--- src/rtl/foo_pipe_pkg.sv ---
// foo_pipe_pkg: shared constants and helpers for the backpressured compute pipeline.
//   STAGE_INC_EVEN / STAGE_INC_ODD : increments applied by even / odd compute stages
//   occ_width(n)                   : counter width able to hold 0..n+1 words
package foo_pipe_pkg;
   localparam int STAGE_INC_EVEN = 1;
   localparam int STAGE_INC_ODD  = 2;
   function automatic int occ_width(input int n);
      return $clog2(n + 2);
   endfunction
endpackage

--- src/rtl/foo_stage_fn.sv ---
// foo_stage_fn: combinational compute stage f_k between two register ranks.
//   x : DATA_W  word from rank k
//   y : DATA_W  f_k(x), +1 on even stages, +2 on odd stages (mod 2^DATA_W)
module foo_stage_fn
   import foo_pipe_pkg::*;
#(
   parameter int DATA_W    = 32,
   parameter int STAGE_IDX = 0
) (
   input  logic [DATA_W-1:0] x,
   output logic [DATA_W-1:0] y
);
   // Adding 2 never touches bit 0, so the odd stage only increments the upper field.
   logic [DATA_W-2:0] hi;
   assign hi = x[DATA_W-1:1] + (DATA_W-1)'(STAGE_INC_ODD / 2);
   assign y  = (STAGE_IDX % 2 == 0) ? x + DATA_W'(STAGE_INC_EVEN) : {hi, x[0]};
endmodule

--- src/rtl/foo_pipeline_bp.sv ---
// foo_pipeline_bp: NUM_STAGES compute stages between NUM_STAGES+1 register ranks with ready/valid backpressure.
//   clk, rst_n           : clock, asynchronous active-low reset
//   in_data/in_valid     : producer word and its valid; in_ready accepts it
//   out_data/out_valid   : result word from the last rank; out_ready consumes it
//   occupancy            : number of valid words currently held
module foo_pipeline_bp
   import foo_pipe_pkg::*;
#(
   parameter int DATA_W     = 32,
   parameter int NUM_STAGES = 2,
   parameter int OCC_W      = occ_width(NUM_STAGES)
) (
   input  logic              clk,
   input  logic              rst_n,
   input  logic [DATA_W-1:0] in_data,
   input  logic              in_valid,
   output logic              in_ready,
   output logic [DATA_W-1:0] out_data,
   output logic              out_valid,
   input  logic              out_ready,
   output logic [OCC_W-1:0]  occupancy
);
   localparam int L = NUM_STAGES;
   logic [DATA_W-1:0] d  [0:L];
   logic [DATA_W-1:0] fo [0:L-1];
   logic [L:0]        v;
   logic [L:0]        en;
   for (genvar k = 0; k < L; k++) begin : g_stage
      foo_stage_fn #(.DATA_W(DATA_W), .STAGE_IDX(k)) u_fn (.x(d[k]), .y(fo[k]));
   end
   // Unrolled form of en[k] = !v[k] | en[k+1]: rank k may load unless it and every
   // rank after it are full while the consumer stalls. The mask forces ranks below k to 1.
   always_comb begin
      en = '0;
      for (int k = 0; k <= L; k++)
         en[k] = !(&(v | (((L+1)'(1) << k) - (L+1)'(1)))) | out_ready;
   end
   assign in_ready  = en[0];
   assign out_data  = d[L];
   assign out_valid = v[L];
   always_ff @(posedge clk or negedge rst_n) begin
      if (!rst_n) begin
         v         <= '0;
         occupancy <= '0;
         for (int k = 0; k <= L; k++) d[k] <= '0;
      end else begin
         if (en[0]) begin
            v[0] <= in_valid;
            if (in_valid) d[0] <= in_data;
         end
         for (int k = 1; k <= L; k++) begin
            if (en[k]) begin
               v[k] <= v[k-1];
               if (v[k-1]) d[k] <= fo[k-1];
            end
         end
         occupancy <= occupancy + OCC_W'(in_valid & in_ready) - OCC_W'(out_valid & out_ready);
      end
   end
endmodule

--- config.mk ---
export PLATFORM = sky130hd
export DESIGN_NAME = foo_pipeline_bp
export DESIGN_NICKNAME = d
export VERILOG_FILES = /design/src/rtl/foo_pipe_pkg.sv /design/src/rtl/foo_stage_fn.sv /design/src/rtl/foo_pipeline_bp.sv
export SDC_FILE = /design/constraint.sdc
export NUM_CORES = 1
export LEC_CHECK = 0
export ABC_AREA = 1
export BUFFER_PORTS_ARGS = -buffer_cell sky130_fd_sc_hd__buf_2
export CAP_MARGIN = 10
export CORE_ASPECT_RATIO = 0.7
export CORE_UTILIZATION = 40
export DETAILED_ROUTE_END_ITERATION = 16
export PLACE_DENSITY_LB_ADDON = 0.15
export SYNTH_ARGS = -nofsm -noshare
export SYNTH_HDL_FRONTEND = slang
export SYNTH_SLANG_ARGS = --single-unit
--- constraint.sdc ---
create_clock -name clk -period 2.6 [get_ports clk]
set_input_delay 0.13 -clock clk [delete_from_list [all_inputs] [get_ports clk]]
set_output_delay 0.13 -clock clk [all_outputs]
set_load 0.01 [all_outputs]
## After elaboration in Yosys (flattened, before gate mapping)

Index checks and enable logic that the tools add are counted.

- Register bits: 101
- Latch bits: 0
- Memory bits (writable): 0
- ROM bits: 0
- Input port bits: 36
- Output and inout port bits: 36
- Word-level logic and storage cells: 24
- Memories: 0

- $add $sub $neg: 4
- Multipliers: 0
- Divide/modulo/power cells: 0
- $lt $le $gt $ge: 0
- Equality and inequality tests: 0
- Shifts and indexed selects: 0
- Multiplexer cells: 0
- Bitwise gates (word level): 5
- Reductions and logical operators: 8

Operators by type and width:

| cell | number |
|---|---|
| adder 32 x 1 -> 32 bit, second input constant | 1 |
| adder 31 x 1 -> 31 bit, second input constant | 1 |
| AND reduction 2 bit | 4 |
| zero test 1 bit | 3 |
| OR 1 bit | 3 |
| AND reduction 3 bit | 1 |
| adder 2 x 1 -> 2 bit | 1 |
| bitwise AND 1 bit | 2 |
| subtractor 2 x 1 -> 2 bit | 1 |

## Longest topological paths before layout

Gate-level depths: netlist of the first run.

- Word-level depth: 6
- Mapped depth: 10
- Depth with buffers taken out: 9

## Modules after synthesis

From an unflattened synthesis of the first run, not the netlist that was laid out.

- Cells, all modules: 847
- Area total of the unflattened synthesis: 6114.6 um^2

By module, submodules not included:

| module | instances | cells an instance | area each (um^2) | seq. area each (um^2) |
|---|---|---|---|---|
| foo_pipeline_bp | 1 | 472 | 4257.8 | 2527.4 |
| foo_stage_fn at g_stage[0].u_fn | 1 | 192 | 944.7 | 0.0 |
| foo_stage_fn at g_stage[1].u_fn | 1 | 183 | 912.1 | 0.0 |

## Worst setup path before layout of the first run

OpenSTA, ideal clock, no wires.

- Kind: reg2reg
- Start point: reg v[2]
- End point: reg occupancy[1]
- Setup time: 0.123 ns
- Arrival time: 1.566 ns
- Data required time: 2.477 ns
- Slack: 0.911 ns
- Stages on the path, launching flop included: 10
- Path buffers: 1
- Period minus slack after synthesis: 1.689 ns
- Cells stage by stage: dfrtp_1 nand2_1 nor2_2 nand2_2 nand2_2 buf_2 ha_1 inv_1 ha_1 xnor2_1

- Cells in the longest elaborated chain, start to end: 6
- Elaborated cells on any way between the ends: 7
- Those cells by class: add/sub: 2; bitwise: 3; reduce/logical: 2

RTL lines:

| element | RTL line | RTL |
|---|---|---|
| start, declared | foo_pipeline_bp.sv:26 | `logic [L:0] v;` |
| start signal, assigned by index | foo_pipeline_bp.sv:53 | `v[k] <= v[k-1];` |
| AND reduction 3 bit | foo_pipeline_bp.sv:36 | `en[k] = !(&(v \| (((L+1)'(1) << k) - (L+1)'(1)))) \| out_ready;` |
| zero test 1 bit | foo_pipeline_bp.sv:36 |  |
| OR 1 bit | foo_pipeline_bp.sv:36 |  |
| bitwise AND 1 bit | foo_pipeline_bp.sv:57 | `occupancy <= occupancy + OCC_W'(in_valid & in_ready) - OCC_W'(out_valid & out_ready);` |
| adder 2 x 1 -> 2 bit | foo_pipeline_bp.sv:57 |  |
| subtractor 2 x 1 -> 2 bit * | foo_pipeline_bp.sv:57 |  |
| end signal, assigned | foo_pipeline_bp.sv:57 |  |
| end, declared | foo_pipeline_bp.sv:21 | `output logic [OCC_W-1:0] occupancy` |

Mark *: on every way between the ends. The rest lies on a longest branch, timed or not.
A chain may end at the register's enable or synchronous reset.

## Worst setup path after layout of the first run

- Start point: reg v[2]
- End point: reg d[86] in the netlist's numbering

- Cells in the longest elaborated chain, start to end: 4

RTL lines:

| element | RTL line | RTL |
|---|---|---|
| AND reduction 3 bit | foo_pipeline_bp.sv:36 |  |
| zero test 1 bit | foo_pipeline_bp.sv:36 |  |
| OR 1 bit | foo_pipeline_bp.sv:36 |  |
| AND reduction 2 bit (no source line) | -- |  |
| end signal, assigned by index | foo_pipeline_bp.sv:54 | `if (v[k-1]) d[k] <= fo[k-1];` |
| end, declared | foo_pipeline_bp.sv:24 | `logic [DATA_W-1:0] d [0:L];` |

No other way between the ends.

==> results of run 1 <==
==> synth_stat cells <==
cell,n
dfrtp_1,101
clkbuf_1,6
and2_1,2
nand3_1,82
o21bai_1,3
nand2_1,301
ha_1,4
a21oi_1,18
nand2_2,5
nand4_1,1
nor2_4,15
buf_2,12
inv_1,63
xnor2_1,6
nor2_2,10
xor2_1,16
nand2_4,3
o21ai_0,27
buf_4,34
or2_2,1
nor2_1,79
==> final cells by class <==
class | instances | area (um2)
clock inverter | 5 | 36.3
sequential | 101 | 2530
clock buffer | 11 | 243
fill | 1512 | 7620
timing repair buffer | 76 | 410
inverter | 63 | 236
tap | 190 | 238
multi-input combinational | 573 | 2650
==> critical path, cell delays in order, from the launching register on <==
cell	delay [ps]
dfrtp_1	370
nand2_1	110
nor2_2	160
nand2_2	240
nand2_2	140
buf_4	420
nor2_1	110
a21oi_1	130
==> power by group <==
part | internal (mW) | switching (mW)
Combinational | 0.569 | 0.921
Sequential | 2.04 | 0.439
Clock | 0.678 | 0.594
==> through the flow <==
stage / setup WS (ps) / util
5_1_grt: 586 / 0.454
4_1_cts: 796 / 0.454
3_5_place_dp: 821 / 0.433
2_1_floorplan: 911 / -
3_3_place_gp: 901 / 0.433
6_report: 809 / 0.454
==> layer usage <==
metal	vias to the layer above	wire length, um	GRT usage
li1	2499	-	-
met1	2157	7710	0.307
met2	94	5620	0.305
met3	7	579	0.0415
met4	0	108	0.0534
met5	-	0	0
==> state kept, by name, indices dropped and copies added (netlist names) <==
signal,count
d,64
out_data,32
v,3
occupancy,2
==> worst paths after layout <==
kind / endpoint / slack (ps) / cells after the start
max: d[86] / 810 / 7
min: d[75] / 10 / 3
max reg2reg: d[86] / 810 / 7
min reg2reg: out_data[24] / 470 / 2
max in group asynchronous: d[60] / 1580 / 3
min in group asynchronous: out_data[23] / 320 / 2
==> timing repair <==
| action | in CTS | in global routing |
|---|---|---|
| endpoints found under the hold margin | 40 | 0 |
| endpoints found under the setup margin | 0 | 0 |
| hold buffers | 1 | 0 |
==> placed cells by master (no fill, tap or decap), types with 5 or more instances in the layout <==
cell,count
xnor2_1,6
xor2_1,16
o21ai_0,27
nand3_1,82
inv_1,63
nor2_1,79
dfrtp_1,101
a21oi_1,18
nand2_1,301
nor2_2,10
clkbuf_16,9
nor2_4,15
buf_2,70
nand2_2,5
==> cells by family after synthesis <==
kind of cell / share of synthesized area
compound gates: 0.0431
simple gates: 0.375
flops: 0.440
fa+ha+maj: 0.00870
buf+inv: 0.0999
xor+xnor: 0.0335
==> impl_metrics.ini, run 1 <==
[critical_path]
timing.rr.start = v[2]
arrival_ps = 2060
required_ps = 2870
endpoint_kind = flip-flop
cp-startpoint = v[2]
crit_fanout = 50
critPathLaunchType = flip-flop
crit_type = flip-flop to flip-flop

[final_layout]
antenna_cells = 0
area_growth_pct = 10.2
post_route_cells_drive_above_1_share = 0.150
fin_area_um2 = 6340
fin_nets = 864
final_cells = 1019

[floorplanning]
initial_core_util = 0.412
chipHeight_um = 102
io-pin-count = 72
fp-row-count = 36
die_area_um2 = 14900
core_um2 = 14000
die_x_um = 145

[synthesis]
ys_seq_area_frac = 0.440
synth_top_area_frac = 0.440
syn_area_um2 = 5750
ys_ff_latch = 101
ys_top_cells_by_area = dfrtp_1 (44%), nand2_1 (20%), nand3_1 (7.1%)
synthesis.nets = 829
synthDistinctLibCells = 21
avgSynthCellArea_um2 = 7.29
synth_top_area_cell = dfrtp_1
ys_warn_count = 0
synth_cells = 789

[flow_run]
maxCapViolations = 0

[cts]
worstSkewPairLatency_ps = 350
htree_num_levels = 3
path_clk_slew_ps = 70
cts_inserted_buffers = 9
cts.sinks = 101
cts_root_buf = clkbuf_16
cts_setup_buffers = 0
cts_resized = 0
cts_buffer_depth = 2
cts_tree = built

[place]
port_buffers = 71
place_hpwl_um = 10800
gp_congestion = 0.927
placed_cells = 1002
dpl_cell_area_um2 = 6050

[grt]
grt_start_max_net_pins = 62
grt-ovfl-total = 0
grtUsageTotal = 0.207
first_global_vias = 4724
grt_first_pass_wirelength_um = 24000
antenna_found_initial = 0

[sta]
relSlewSlack = 0.420
worst-slew-pin-transition_ps = 869
drv_slew = 0
rsz0062_at_grt = no
setup_tns_ps = 0
hold_violations = 0
fin_crit_ps = 1790
fmax_mhz = 558
final.setup_skew_ps = 7.44
setup_viol = 0
worst_hold_slack_ps = 9.73
timing.final.crit_share = 0.689

[routing]
drt-total-wl_um = 14000
avgRoutedWirePerCell_um = 13.8
drc = 0
routed_via_density = 4.67
vias = 4757
dr.pass1.iters = 5
dr.first_iter.drc_count = 297
postRouteAntennaNets = 0

[power_and_ir_drop]
p_leak_nw = 3.19
powerDensity_nw_per_um2 = 826
total_power_mw = 5.24
peakVddDrop_v = 0.000335

[min_path]
hold_path_startpoint = in_data[11]
holdCritPathClass = primary input to flip-flop

[run_status]
status = complete, no violations
Power figures use the tool's default switching activity.
==> inputs of run 2 (changes only) <==
==> constraint.sdc (replaced) <==
create_clock -name clk -period 1.68 [get_ports clk]
set_input_delay 0.084 -clock clk [delete_from_list [all_inputs] [get_ports clk]]
set_output_delay 0.084 -clock clk [all_outputs]
set_load 0.01 [all_outputs]
==> run 2 against run 1 <==
Die area did not move. Count of clock-buffer cells in the layout is the same. Register-to-register slack got worse by 660 ps. Sequential share of layout area fell by 2.4 points. Core utilization rose by 3.0 points. Highest routed layer unchanged. Critical path depth rose by 1. Sequential power grew 55%.
==> impl_metrics.ini, run 2 (synthesized netlist as in run 1, its figures left out) <==
[power_and_ir_drop]
pwr-share-comb = 0.286
p_sw_mw = 3.11
switching_share = 0.367
peakVddDrop_v = 0.000633
p_leak_nw = 3.36
internal_power_mw = 5.35
powerDensity_nw_per_um2 = 1250
seqPwrFrac = 0.455
power_frac_clock = 0.259

[routing]
vias = 4897
postRouteAntennaNets = 0
dr.first_iter.drc_count = 321
avgRoutedWirePerCell_um = 13.5
drc = 0
dr.pass1.iters = 5
routed_via_density = 4.64
drt-total-wl_um = 14300

[sta]
setup_viol = 0
drv_slew = 0
final.setup_skew_ps = 7.06
relSlewSlack = 0.730
worst-slew-pin-transition_ps = 406
setup_slack_ps = 154
timing.final.crit_share = 0.908
fmax_mhz = 655
setup_tns_ps = 0
fin_crit_ps = 1530
rsz0062_at_grt = no
hold_violations = 0

[final_layout]
final_common_cell = nand2_1
fin_nets = 900
post_route_cells_drive_above_1_share = 0.151
largest_reg_flops = 64
final_cell_mix = nand2_1 (300), dfrtp_1 (101), nand3_1 (82)
area_growth_pct = 17.5
final_core_util = 0.484
fillers = 1461
largest-register = d
antenna_cells = 0

[floorplanning]
io-pin-count = 72
initial_core_util = 0.412
die_area_um2 = 14900
fp-row-count = 36
chipHeight_um = 102
die_x_um = 145
core_um2 = 14000

[cts]
cts.sinks = 101
path_clk_slew_ps = 70
cts_tree = built
htree_num_levels = 3
cts_inserted_buffers = 9
cts_buffer_depth = 2
cts_root_buf = clkbuf_16
worstSkewPairLatency_ps = 360

[critical_path]
r2r_slack_ps = 150
rr_worst_depth = 8
cpPeakStageDelay_ps = 380
arrival_ps = 1770
crit_fanout = 5
slowest_stage = dfrtp_1
reg2reg_to = out_data[31]
crit_chain = ha_1, nand2_1, nor2_4, nand2_2, nor2_4, nand3_1, nand3_1, nand2_1
endpoint_kind = flip-flop
critPathLaunchType = flip-flop
crit_type = flip-flop to flip-flop
required_ps = 1930
crit_family = simple AND/OR/NAND/NOR gates
path_buf_inv = 0
timing.rr.start = d[34]

[grt]
grt_start_max_net_pins = 72
grtUsageTotal = 0.213
first_global_vias = 4686
antenna_found_initial = 0
grt_first_pass_wirelength_um = 24400
grt-ovfl-total = 0

[min_path]
hold-path-endpoint = d[87]
holdCritPathClass = primary input to flip-flop
hold_depth = 3
hold_path_startpoint = in_data[23]

[flow_run]
maxCapViolations = 0

[place]
gp_congestion = 0.838
place_ws_ps = 123
port_buffers = 71
place_hpwl_um = 10800

[run_status]
status = complete, no violations
-- run 2: changes by cell type in the layout (fill, tap and decap cells not counted), moves of 2 or more --
cell / change
buf_12: +3
buf_4: +3
clkinv_2: -2
clkinv_4: -2
dlygate4sd3_1: +30
inv_6: +3
-- run 2: worst max-delay path by stage --
| stage | end | start | slack [ps] | depth (start not counted) |
|---|---|---|---|---|
| 2_1_floorplan | occupancy[1] | v[2] | 20 | 9 |
| 3_3_place_gp | out_data[31] | d[34] | 140 | 8 |
| 3_5_place_dp | out_data[31] | d[34] | 120 | 8 |
| 4_1_cts | out_data[31] | d[34] | 100 | 8 |
| 5_1_grt | out_data[31] | d[33] | 10 | 8 |
| 6_report | out_data[31] | d[34] | 150 | 8 |
-- run 2: power groups by stage --
stage	Sequential (mW)	Combinational, mW	Clock, mW
after floorplan	3.67	2.01	0
after global placement	3.87	2.37	0
after detailed placement	3.89	2.38	0
after CTS	3.84	2.45	2.26
after global routing	3.96	2.80	2.36
final	3.85	2.42	2.19
-- run 2: area by class of cell --
| cell class | count | area, um2 | area share |
|---|---|---|---|
| Clock buffer | 11 | 243 | 0.0359 |
| Timing Repair Buffer | 112 | 793 | 0.117 |
| Multi-Input combinational cell | 573 | 2650 | 0.393 |
| Tap cell | 190 | 238 | 0.0352 |
| Inverter | 63 | 236 | 0.0350 |
| Sequential cell | 101 | 2530 | 0.374 |
| Clock inverter | 5 | 65.1 | 0.00963 |
-- run 2: per-stage QoR --
| stage | hold slack, ps | instances | area [um2] | total power, mW |
|---|---|---|---|---|
| detailed placement | 128 | 1007 | 6130 | 6.27 |
| global route | 50.1 | 1055 | 6750 | 9.12 |
| CTS | 3.24 | 1054 | 6750 | 8.55 |
| finish | 17.3 | 1055 | 6750 | 8.45 |
| global placement | 131 | 1007 | 6130 | 6.24 |
| floorplan | -212 | 789 | 5750 | 5.67 |
-- run 2: tightest hold or removal path: cells and delay by family --
kind,cells,cell delay [ps]
compound gates,1,130
simple gates,1,40
buf+inv,1,70
-- run 2: per-layer routing --
metal | GRT usage | part of all wire | vias to the layer above
met5 | 0 | 0 | -
met3 | 0.0397 | 0.037 | 17
met2 | 0.300 | 0.40 | 91
li1 | - | - | 2571
met1 | 0.325 | 0.55 | 2218
met4 | 0.0688 | 0.015 | 0
-- run 2: repair_timing --
| item | CTS | global route |
|---|---|---|
| resized for setup | 0 | 0 |
| hold buffers | 31 | 0 |
| hold endpoints to repair | 131 | 0 |
| buffers inserted | 0 | 1 |
| setup endpoints to repair | 0 | 2 |
